$ cat src/rtl/uart_rx.sv
// uart_rx: oversampling asynchronous serial receiver.
// Synchronizes the line, finds the start edge, samples each bit mid-period,
// optionally checks parity and delivers the word with sticky error flags.
module uart_rx #(
  parameter int DATA_BITS  = 8,
  parameter int OVERSAMPLE = 16,
  parameter int PARITY_EN  = 0,
  parameter int PARITY_ODD = 0
) (
  input  logic                 clk,
  input  logic                 reset_n,
  input  logic                 baud_tick,
  input  logic                 rx,
  input  logic                 rx_read,
  output logic [DATA_BITS-1:0] rx_data,
  output logic                 rx_valid,
  output logic                 framing_err,
  output logic                 parity_err,
  output logic                 overrun_err,
  output logic                 busy
);

  localparam int CNT_W = $clog2(OVERSAMPLE);
  localparam int IDX_W = $clog2(DATA_BITS);

  localparam logic [CNT_W-1:0] CNT_ZERO = {CNT_W{1'b0}};
  localparam logic [CNT_W-1:0] CNT_ONE  = CNT_W'(1);
  localparam logic [CNT_W-1:0] CNT_MAX  = CNT_W'(OVERSAMPLE - 1);
  localparam logic [CNT_W-1:0] CNT_HALF = CNT_W'(OVERSAMPLE / 2 - 1);
  localparam logic [IDX_W-1:0] IDX_ZERO = {IDX_W{1'b0}};
  localparam logic [IDX_W-1:0] IDX_ONE  = IDX_W'(1);
  localparam logic [IDX_W-1:0] IDX_LAST = IDX_W'(DATA_BITS - 1);
  localparam logic             PAR_ON   = (PARITY_EN != 0) ? 1'b1 : 1'b0;
  localparam logic             ODD_BIT  = (PARITY_ODD != 0) ? 1'b1 : 1'b0;

  localparam logic [2:0] S_IDLE   = 3'd0;
  localparam logic [2:0] S_START  = 3'd1;
  localparam logic [2:0] S_DATA   = 3'd2;
  localparam logic [2:0] S_PARITY = 3'd3;
  localparam logic [2:0] S_STOP   = 3'd4;

  // Parity bit the transmitter should have sent for a given word.
  function automatic logic expected_parity(input logic [DATA_BITS-1:0] word);
    return (^word) ^ ODD_BIT;
  endfunction

  logic                 sync1_q, sync2_q;
  logic                 rx_s;
  logic [2:0]           state_q, state_d;
  logic [CNT_W-1:0]     cnt_q, cnt_d;
  logic [IDX_W-1:0]     idx_q, idx_d;
  logic [DATA_BITS-1:0] shift_q, shift_d;
  logic                 par_err_q, par_err_d;
  logic                 stop_bit_q, stop_bit_d;
  logic                 done_q, done_d;
  logic [DATA_BITS-1:0] rx_data_q, rx_data_d;
  logic                 rx_valid_q, rx_valid_d;
  logic                 framing_err_q, framing_err_d;
  logic                 parity_err_q, parity_err_d;
  logic                 overrun_err_q, overrun_err_d;
  logic                 busy_q, busy_d;
  logic                 read_ack_s;

  assign rx_s = sync2_q;

  // Two-flop synchronizer for the asynchronous line; resets to idle-high.
  always_ff @(posedge clk) begin
    if (!reset_n) begin
      sync1_q <= 1'b1;
      sync2_q <= 1'b1;
    end else begin
      sync1_q <= rx;
      sync2_q <= sync1_q;
    end
  end

  // Receive FSM: start qualification, mid-bit sampling, parity and stop.
  always_comb begin
    state_d    = state_q;
    cnt_d      = cnt_q;
    idx_d      = idx_q;
    shift_d    = shift_q;
    par_err_d  = par_err_q;
    stop_bit_d = stop_bit_q;
    done_d     = 1'b0;
    case (state_q)
      S_IDLE: begin
        // Start edge is taken immediately, without waiting for a tick.
        if (!rx_s) begin
          state_d = S_START;
          cnt_d   = CNT_ZERO;
        end else begin
          state_d = S_IDLE;
        end
      end
      S_START: begin
        if (baud_tick) begin
          if (cnt_q == CNT_HALF) begin
            cnt_d = CNT_ZERO;
            if (!rx_s) begin
              state_d   = S_DATA;
              idx_d     = IDX_ZERO;
              par_err_d = 1'b0;
            end else begin
              // Line went high again before mid-start: treat as a glitch.
              state_d = S_IDLE;
            end
          end else begin
            cnt_d = cnt_q + CNT_ONE;
          end
        end else begin
          cnt_d = cnt_q;
        end
      end
      S_DATA: begin
        if (baud_tick) begin
          if (cnt_q == CNT_MAX) begin
            cnt_d   = CNT_ZERO;
            shift_d = {rx_s, shift_q[DATA_BITS-1:1]};
            if (idx_q == IDX_LAST) begin
              idx_d   = IDX_ZERO;
              state_d = PAR_ON ? S_PARITY : S_STOP;
            end else begin
              idx_d = idx_q + IDX_ONE;
            end
          end else begin
            cnt_d = cnt_q + CNT_ONE;
          end
        end else begin
          cnt_d = cnt_q;
        end
      end
      S_PARITY: begin
        if (baud_tick) begin
          if (cnt_q == CNT_MAX) begin
            cnt_d     = CNT_ZERO;
            par_err_d = (rx_s != expected_parity(shift_q));
            state_d   = S_STOP;
          end else begin
            cnt_d = cnt_q + CNT_ONE;
          end
        end else begin
          cnt_d = cnt_q;
        end
      end
      S_STOP: begin
        if (baud_tick) begin
          if (cnt_q == CNT_MAX) begin
            // Re-arm half a bit early so a back-to-back start is not missed.
            cnt_d      = CNT_ZERO;
            stop_bit_d = rx_s;
            done_d     = 1'b1;
            state_d    = S_IDLE;
          end else begin
            cnt_d = cnt_q + CNT_ONE;
          end
        end else begin
          cnt_d = cnt_q;
        end
      end
      default: begin
        state_d = S_IDLE;
        cnt_d   = CNT_ZERO;
        idx_d   = IDX_ZERO;
      end
    endcase
  end

  // Delivery of completed frames, read handshake and sticky error flags.
  always_comb begin
    rx_data_d     = rx_data_q;
    rx_valid_d    = rx_valid_q;
    framing_err_d = framing_err_q;
    parity_err_d  = parity_err_q;
    overrun_err_d = overrun_err_q;
    busy_d        = (state_d != S_IDLE);
    read_ack_s    = rx_read & rx_valid_q;
    if (done_q) begin
      // A coincident read acknowledges the old word and its flags.
      rx_data_d     = shift_q;
      rx_valid_d    = 1'b1;
      framing_err_d = (framing_err_q & ~read_ack_s) | ~stop_bit_q;
      parity_err_d  = (parity_err_q & ~read_ack_s) | par_err_q;
      overrun_err_d = (overrun_err_q & ~read_ack_s) | (rx_valid_q & ~rx_read);
    end else if (read_ack_s) begin
      rx_valid_d    = 1'b0;
      framing_err_d = 1'b0;
      parity_err_d  = 1'b0;
      overrun_err_d = 1'b0;
    end else begin
      rx_valid_d = rx_valid_q;
    end
  end

  // State, datapath and output registers.
  always_ff @(posedge clk) begin
    if (!reset_n) begin
      state_q       <= S_IDLE;
      cnt_q         <= CNT_ZERO;
      idx_q         <= IDX_ZERO;
      shift_q       <= {DATA_BITS{1'b0}};
      par_err_q     <= 1'b0;
      stop_bit_q    <= 1'b1;
      done_q        <= 1'b0;
      rx_data_q     <= {DATA_BITS{1'b0}};
      rx_valid_q    <= 1'b0;
      framing_err_q <= 1'b0;
      parity_err_q  <= 1'b0;
      overrun_err_q <= 1'b0;
      busy_q        <= 1'b0;
    end else begin
      state_q       <= state_d;
      cnt_q         <= cnt_d;
      idx_q         <= idx_d;
      shift_q       <= shift_d;
      par_err_q     <= par_err_d;
      stop_bit_q    <= stop_bit_d;
      done_q        <= done_d;
      rx_data_q     <= rx_data_d;
      rx_valid_q    <= rx_valid_d;
      framing_err_q <= framing_err_d;
      parity_err_q  <= parity_err_d;
      overrun_err_q <= overrun_err_d;
      busy_q        <= busy_d;
    end
  end

  assign rx_data     = rx_data_q;
  assign rx_valid    = rx_valid_q;
  assign framing_err = framing_err_q;
  assign parity_err  = parity_err_q;
  assign overrun_err = overrun_err_q;
  assign busy        = busy_q;

endmodule

$ cat config.mk
export PLATFORM = sky130hd
export DESIGN_NAME = uart_rx
export DESIGN_NICKNAME = d
export VERILOG_FILES = /design/src/rtl/uart_rx.sv
export SDC_FILE = /design/constraint.sdc
export NUM_CORES = 1
export LEC_CHECK = 0
export CAP_MARGIN = 20
export CORE_ASPECT_RATIO = 2
export CORE_MARGIN = 4
export CORE_UTILIZATION = 40
export DETAILED_ROUTE_END_ITERATION = 10
export PLACE_DENSITY = 0.69
export SLEW_MARGIN = 20
export SYNTH_ARGS = -nofsm -noshare
export SYNTH_HDL_FRONTEND = slang
export SYNTH_SLANG_ARGS = --single-unit
$ cat constraint.sdc
create_clock -name clk -period 4.45 [get_ports clk]
set_input_delay 0.89 -clock clk [delete_from_list [all_inputs] [get_ports clk]]
set_output_delay 0.89 -clock clk [all_outputs]
set_load 0.01 [all_outputs]
==> reports/results.tsv, run 1 <==
stage	metric	value	unit
synthesis	post-synthesis cell type count	41	
worst_setup_path	critical path launch point type	input port	
power	Switching Fraction	0.224	
routing	Vias	1264	
synthesis	commonest cells in the netlist	36 x dfxtp_1, 25 x nor2_1, 18 x mux2i_1	
timing	final setup violating endpoints	0	
die	die height	98.6	um
worst_setup_path	Reg-to-Reg End	shift_q[0]$_SDFFE_PN0P_	
timing	Worst-Margin Slew	0.701	ns
synthesis	top_reg_cell synth	dfxtp_1	
synthesis	top-count cell post-synth	dfxtp_1	
worst_setup_path	worst r2r path cells	5	
worst_setup_path	CP Capture Type	flip-flop	
worst_setup_path	worst-path fanout max	8	
die	IO Count	18	
power	Design Power	0.652	mW
clock_network	htree depth	2	
timing	Final Hold Fails	0	
global_routing	largest net degree at the start of global routing	27	
routing	drt first-iter violations	27	
worst_setup_path	WS Path Type	input port to flip-flop	
power	pwr dens	336	nW/um^2
place	PortBufs	17	
global_routing	GRT Total Usage	0.138	
finish	area added between synthesis and finish	18.1	%
worst_hold_path	hold crit path type	flip-flop to flip-flop	
worst_setup_path	worst path arrival time	2.62	ns
global_routing	antenna violations before repair	0	
power	LEAKAGE	0.730	nW
routing	Detailed Routing Iterations Pass 1	4	
finish	layout cells sized above 1	0.0628	
synthesis	sequential fraction of the synthesis area	0.439	
place	Area after DPL	1820	sq um
routing	WL/cell	13.6	um
synthesis	Gate Count Post-Synth	176	
die	Core Region	3920	sq um
finish	final instance area	1940	sq um
clock_network	CTS root buffer	clkbuf_8	
clock_network	Sink Count	36	
clock_network	CTS tree	built	
clock_network	CTS clk-pin slew, worst paths	0.07	ns
clock_network	Bufs on Longest Clock Path	2	
timing	Final min period	2.46	ns
die	Die Wd	53.3	um
routing	vias per cell	5.22	
synthesis	synthesized area	1640	sq um
synthesis	EDFF count, synth	0	
power	Seq pwr share	0.504	
die	DIE AREA	5260	sq um
timing	Final Max Slew Viols	0	
synthesis	Synth area leader	dfxtp_1	
power	Peak VDD IR	239	uV
worst_setup_path	CP endpoint	shift_q[0]$_SDFFE_PN0P_	
timing	Slew headroom	0.529	
power	Logic pwr share	0.047	
place	DP HPWL	2340	um
synthesis	syn avg cell area	9.33	sq um
timing	crit share post-route	0.552	
finish	nets	198	
place	gpl congestion	0.815	
worst_setup_path	Crit path required time	4.61	ns
die	Rows	32	
synthesis	ranking of synthesized cells by area	dfxtp_1 44%, mux2i_1 11%, nor2_1 5.7%	
global_routing	vias in the first global route	1243	
clock_network	post-CTS setup buffer count	0	
synthesis	Yosys top cell area share	0.439	
routing	# DRC	0	
routing	total wire length	3300	um
timing	RSZ-0062 raised after global routing	false	
synthesis	#FFs+latches synth	36	
run	maxcap violations	0	
timing	clk_skew	0.00382	ns
worst_setup_path	CP startpoint	baud_tick	
global_routing	first-pass GRT wire length	5500	um
power	Internal	0.506	mW
status	run status	finished, final reports clean	
worst_setup_path	r2r startpoint	cnt_q[0]$_SDFFE_PN0P_	
worst_setup_path	worst reg2reg setup slack	2.53	ns
routing	post-route ant nets	0	
synthesis	Yosys warning total	0	
finish	diode count	0	
synthesis	syn nets	184	
die	Initial Util	0.418	
clock_network	CTS buffer count	5	
power	clock power share	0.450	
clock_network	clk_lat worst skew	0.29	ns
clock_network	post-cts gate resize count	0	
timing	Max Clock Freq	407	MHz
clock_network	Post-CTS Hold Buffers	0	
synthesis	fraction of registers with async set/reset	0	
timing	total negative setup slack	0	ns
global_routing	global route overflow	0	
power	Net Switching	0.146	mW
sequential cells by signal, indices dropped and copies added (netlist names):
name,count
rx_s,1
shift_q,8
framing_err,1
cnt_q,4
parity_err,1
par_err_q,1
stop_bit_q,1
rx_data,8
state_q,3
idx_q,3
rx_valid,1
overrun_err,1
done_q,1
sync1_q,1
busy,1
final cells by class:
class	count	area (sq um)
clock inverters	3	46.3
well taps	51	63.8
multi-input cells	126	855
fillers	427	1980
flip-flops and latches	36	721
clock buffers	5	68.8
repair buffers	17	170
inverters	4	15.0
routing by layer:
layer,up-vias,global-route usage,part of all wire
met1,599,0.141,0.37
li1,644,-,-
met5,-,0,0
met3,6,0.0287,0.019
met2,15,0.245,0.60
met4,0,0.0768,0.016
worst min path at each step:
stage                 endpoint  slack, ns                from  cells past startpoint
2_1_floorplan  rx_s$_SDFF_PN1_       0.39  sync1_q$_SDFF_PN1_                      1
3_3_place_gp   rx_s$_SDFF_PN1_       0.40  sync1_q$_SDFF_PN1_                      1
3_5_place_dp   rx_s$_SDFF_PN1_       0.40  sync1_q$_SDFF_PN1_                      1
4_1_cts        rx_s$_SDFF_PN1_       0.42  sync1_q$_SDFF_PN1_                      1
5_1_grt        rx_s$_SDFF_PN1_       0.44  sync1_q$_SDFF_PN1_                      1
6_report       rx_s$_SDFF_PN1_       0.42  sync1_q$_SDFF_PN1_                      1
critical path, stage by stage:
cell and delay, ns:
clkdlybuf4s50_1 0.57, and4_1 0.35, nand3_1 0.45, mux2i_1 0.31, nor2_1 0.06
power by group through the flow:
stage	registers [mW]	clock network, mW	logic (mW)
finish	0.329	0.293	0.0304
global route	0.329	0.314	0.0337
CTS	0.328	0.301	0.0307
detailed placement	0.336	0	0.0306
global placement	0.336	0	0.0306
floorplan	0.334	0	0.0230
placed cells by master, fill, tap and decap left out, types with 5 or more instances in the layout:
| cell type | synthesis | final |
|---|---|---|
| clkbuf_8 | 0 | 5 |
| nand3_1 | 7 | 7 |
| xnor2_1 | 6 | 6 |
| mux2i_1 | 18 | 18 |
| nor2_1 | 25 | 25 |
| o21ai_0 | 5 | 5 |
| a21oi_1 | 10 | 10 |
| clkdlybuf4s50_1 | 0 | 17 |
| dfxtp_1 | 36 | 36 |
| nand2_1 | 10 | 10 |
per-stage QoR:
stage	utilization	setup slack (ns)	hold slack (ns)	std cells
finish	0.494	1.99	0.418	242
global route	0.494	1.81	0.440	242
CTS	0.494	1.98	0.421	242
detailed placement	0.465	1.66	0.399	234
global placement	0.465	1.71	0.398	234
floorplan	-	2.42	0.386	176
kinds of logic (layout without fill, tap and decap cells):
kind of cell | after synthesis | after routing | synth area share
AO/OA/AOI/OAI | 31 | 31 | 0.130
XOR/XNOR | 9 | 9 | 0.0564
adder cells (fa/ha/maj) | 3 | 3 | 0.0229
buffers and inverters | 14 | 29 | 0.0404
flip-flops | 36 | 36 | 0.439
multiplexers | 18 | 18 | 0.110
AND/OR/NAND/NOR | 65 | 65 | 0.202
Note: power is estimated with default switching activity, not from simulation.
==> run 2: changes to the inputs <==
Clock period 4.45 ns to 2.5 ns, I/O delays scaled along.
==> run 2 against run 1 <==
Against the previous run:
- die area did not move
- largest power group unchanged
- clock skew rose by 0.0046 ns
- final cell count rose by 1.2%
- sequential power rose by 78%
- critical path depth did not move
- clock-buffer cell count rose by 2
- via count rose by 3.2%
- critical endpoint is now idx_q[0]$_SDFFE_PN0P_
- first-iteration DRC count fell by 3.7%
- sequential share of layout area fell by 0.64 points
- register-to-register slack got worse by 2.0 ns
- clock power rose by 87%
- utilization rose by 0.86 points
==> reports/results.tsv, run 2 (synthesis results as in run 1) <==
stage	metric	value	unit	change
status	run status	finished, final reports clean		unchanged
worst_setup_path	Crit path required time	2.70	ns	was 4.61 ns
place	PortBufs	17		unchanged
worst_setup_path	CP Capture Type	flip-flop		unchanged
clock_network	CTS root buffer	clkbuf_8		unchanged
place	placed cells	237		was 234
worst_setup_path	r2r startpoint	cnt_q[0]$_SDFFE_PN0P_		unchanged
clock_network	post-CTS setup buffer count	0		unchanged
clock_network	Bufs on Longest Clock Path	2		unchanged
place	gpl congestion	0.816		was 0.815
timing	clk_skew	0.00844	ns	was 0.00382 ns
finish	final instance area	1970	sq um	was 1940 sq um
routing	# DRC	0		unchanged
routing	total wire length	3420	um	was 3300 um
finish	area added between synthesis and finish	20.2	%	was 18.1%
timing	Max Clock Freq	484	MHz	
place	Area after DPL	1850	sq um	was 1820 sq um
worst_setup_path	CP endpoint	idx_q[0]$_SDFFE_PN0P_		was shift_q[0]$_SDFFE_PN0P_
global_routing	global route overflow	0		unchanged
finish	diode count	0		unchanged
worst_setup_path	worst-path fanout max	6		was 8
timing	Slew headroom	0.591		was 0.529
global_routing	first-pass GRT wire length	5890	um	was 5500 um
global_routing	GRT Total Usage	0.149		was 0.138
worst_setup_path	Reg-to-Reg End	idx_q[0]$_SDFFE_PN0P_		was shift_q[0]$_SDFFE_PN0P_
die	Rows	32		unchanged
clock_network	Post-CTS Hold Buffers	0		unchanged
worst_setup_path	WS Path Type	input port to flip-flop		unchanged
worst_setup_path	worst reg2reg setup slack	0.57	ns	was 2.53 ns
routing	Detailed Routing Iterations Pass 1	4		unchanged
power	Design Power	1.19	mW	was 0.652 mW
finish	layout cells sized above 1	0.0773		was 0.0628
place	dpl ws	0.181	ns	was 1.66 ns
clock_network	htree depth	2		unchanged
worst_setup_path	worst path arrival time	2.27	ns	was 2.62 ns
timing	Worst-Margin Slew	0.613	ns	was 0.701 ns
clock_network	CTS tree	built		unchanged
finish	most common cell after layout, fill and taps aside	dfxtp_1		unchanged
global_routing	largest net degree at the start of global routing	20		was 27
clock_network	clk_lat worst skew	0.28	ns	was 0.29 ns
die	die height	98.6	um	unchanged
die	Initial Util	0.418		unchanged
run	maxcap violations	0		unchanged
finish	highest-count cells in the layout ignoring fill and taps	36 x dfxtp_1, 25 x nor2_1, 18 x mux2i_1, 17 x clkdlybuf4s50_1		unchanged
worst_hold_path	hold crit path type	flip-flop to flip-flop		unchanged
routing	drt first-iter violations	26		was 27
routing	Vias	1305		was 1,264
clock_network	Sink Count	36		unchanged
die	Core Region	3920	sq um	unchanged
finish	non-filler cells, final	245		was 242
timing	Final Max Slew Viols	0		unchanged
global_routing	vias in the first global route	1326		was 1,243
place	DP HPWL	2550	um	was 2340 um
power	LEAKAGE	0.753	nW	was 0.730 nW
timing	total negative setup slack	0	ns	unchanged
global_routing	antenna violations before repair	0		unchanged
timing	RSZ-0062 raised after global routing	false		unchanged
routing	WL/cell	14.0	um	was 13.6 um
timing	Final min period	2.07	ns	
timing	post-route setup slack	0.433	ns	was 1.99 ns
finish	nets	201		was 198
die	IO Count	18		unchanged
routing	post-route ant nets	0		unchanged
clock_network	post-cts gate resize count	0		unchanged
worst_setup_path	critical path launch point type	input port		unchanged
worst_setup_path	worst r2r path cells	5		unchanged
die	DIE AREA	5260	sq um	unchanged
clock_network	CTS buffer count	5		unchanged
timing	crit share post-route	0.827		
clock_network	CTS clk-pin slew, worst paths	0.07	ns	about the same
routing	vias per cell	5.33		was 5.22
timing	final setup violating endpoints	0		unchanged
power	Peak VDD IR	433	uV	was 239 uV
power	pwr dens	603	nW/um^2	was 336 nW/um^2
timing	Final Hold Fails	0		unchanged
worst_setup_path	CP startpoint	baud_tick		unchanged
die	Die Wd	53.3	um	unchanged
finish	filler instances	393		was 427
==> run 2: cell count changes in the layout (fill, tap and decap cells not counted) <==
cell / before / now
clkinvlp_4: 1 / 0
buf_4: 0 / 3
clkbuf_8: 5 / 7
inv_6: 1 / 0
==> run 2: power breakdown <==
part           leakage, nW  switching (mW)  internal, mW  total [mW]
Sequential           0.291         0.00728         0.578       0.585
Clock               0.0645           0.195         0.352       0.547
Combinational        0.398          0.0331        0.0251      0.0582
==> run 2: per-stage QoR <==
stage                util  hold WS, ns
floorplan               -        0.386
detailed placement  0.471        0.396
global placement    0.471        0.392
CTS                 0.503        0.413
finish              0.503        0.409
global route        0.503        0.430
==> run 2: worst min-delay path by stage <==
stage	start	to	slack, ns	cells past startpoint
floorplan	sync1_q$_SDFF_PN1_	rx_s$_SDFF_PN1_	0.39	1
finish	sync1_q$_SDFF_PN1_	rx_s$_SDFF_PN1_	0.41	1
global placement	sync1_q$_SDFF_PN1_	rx_s$_SDFF_PN1_	0.39	1
global route	sync1_q$_SDFF_PN1_	rx_s$_SDFF_PN1_	0.43	1
detailed placement	sync1_q$_SDFF_PN1_	rx_s$_SDFF_PN1_	0.40	1
CTS	sync1_q$_SDFF_PN1_	rx_s$_SDFF_PN1_	0.41	1
==> run 2: area by class of cell <==
class | instances | area, sq um | area share
Clock buffer | 7 | 96.3 | 0.0488
Multi-Input combinational cell | 126 | 855 | 0.433
Tap cell | 51 | 63.8 | 0.0323
Timing Repair Buffer | 20 | 193 | 0.0977
Clock inverter | 1 | 30.0 | 0.0152
Sequential cell | 36 | 721 | 0.365
Inverter | 4 | 15.0 | 0.00761
==> run 2: layer usage <==
metal  track usage  vias to the layer above  wire, um  part of all wire
li1              -                      662         -                 -
met5             0                        -         0                 0
met2         0.264                       24      1950              0.57
met1         0.157                      612      1300              0.38
met3        0.0333                        7        97             0.028
met4        0.0669                        0        65             0.019
==> run 2: critical path, cell delays in order <==
cell             delay (ns)
clkdlybuf4s50_1        0.58
and4_1                 0.35
o32ai_1                0.18
or4_1                  0.50
a21oi_1                0.15
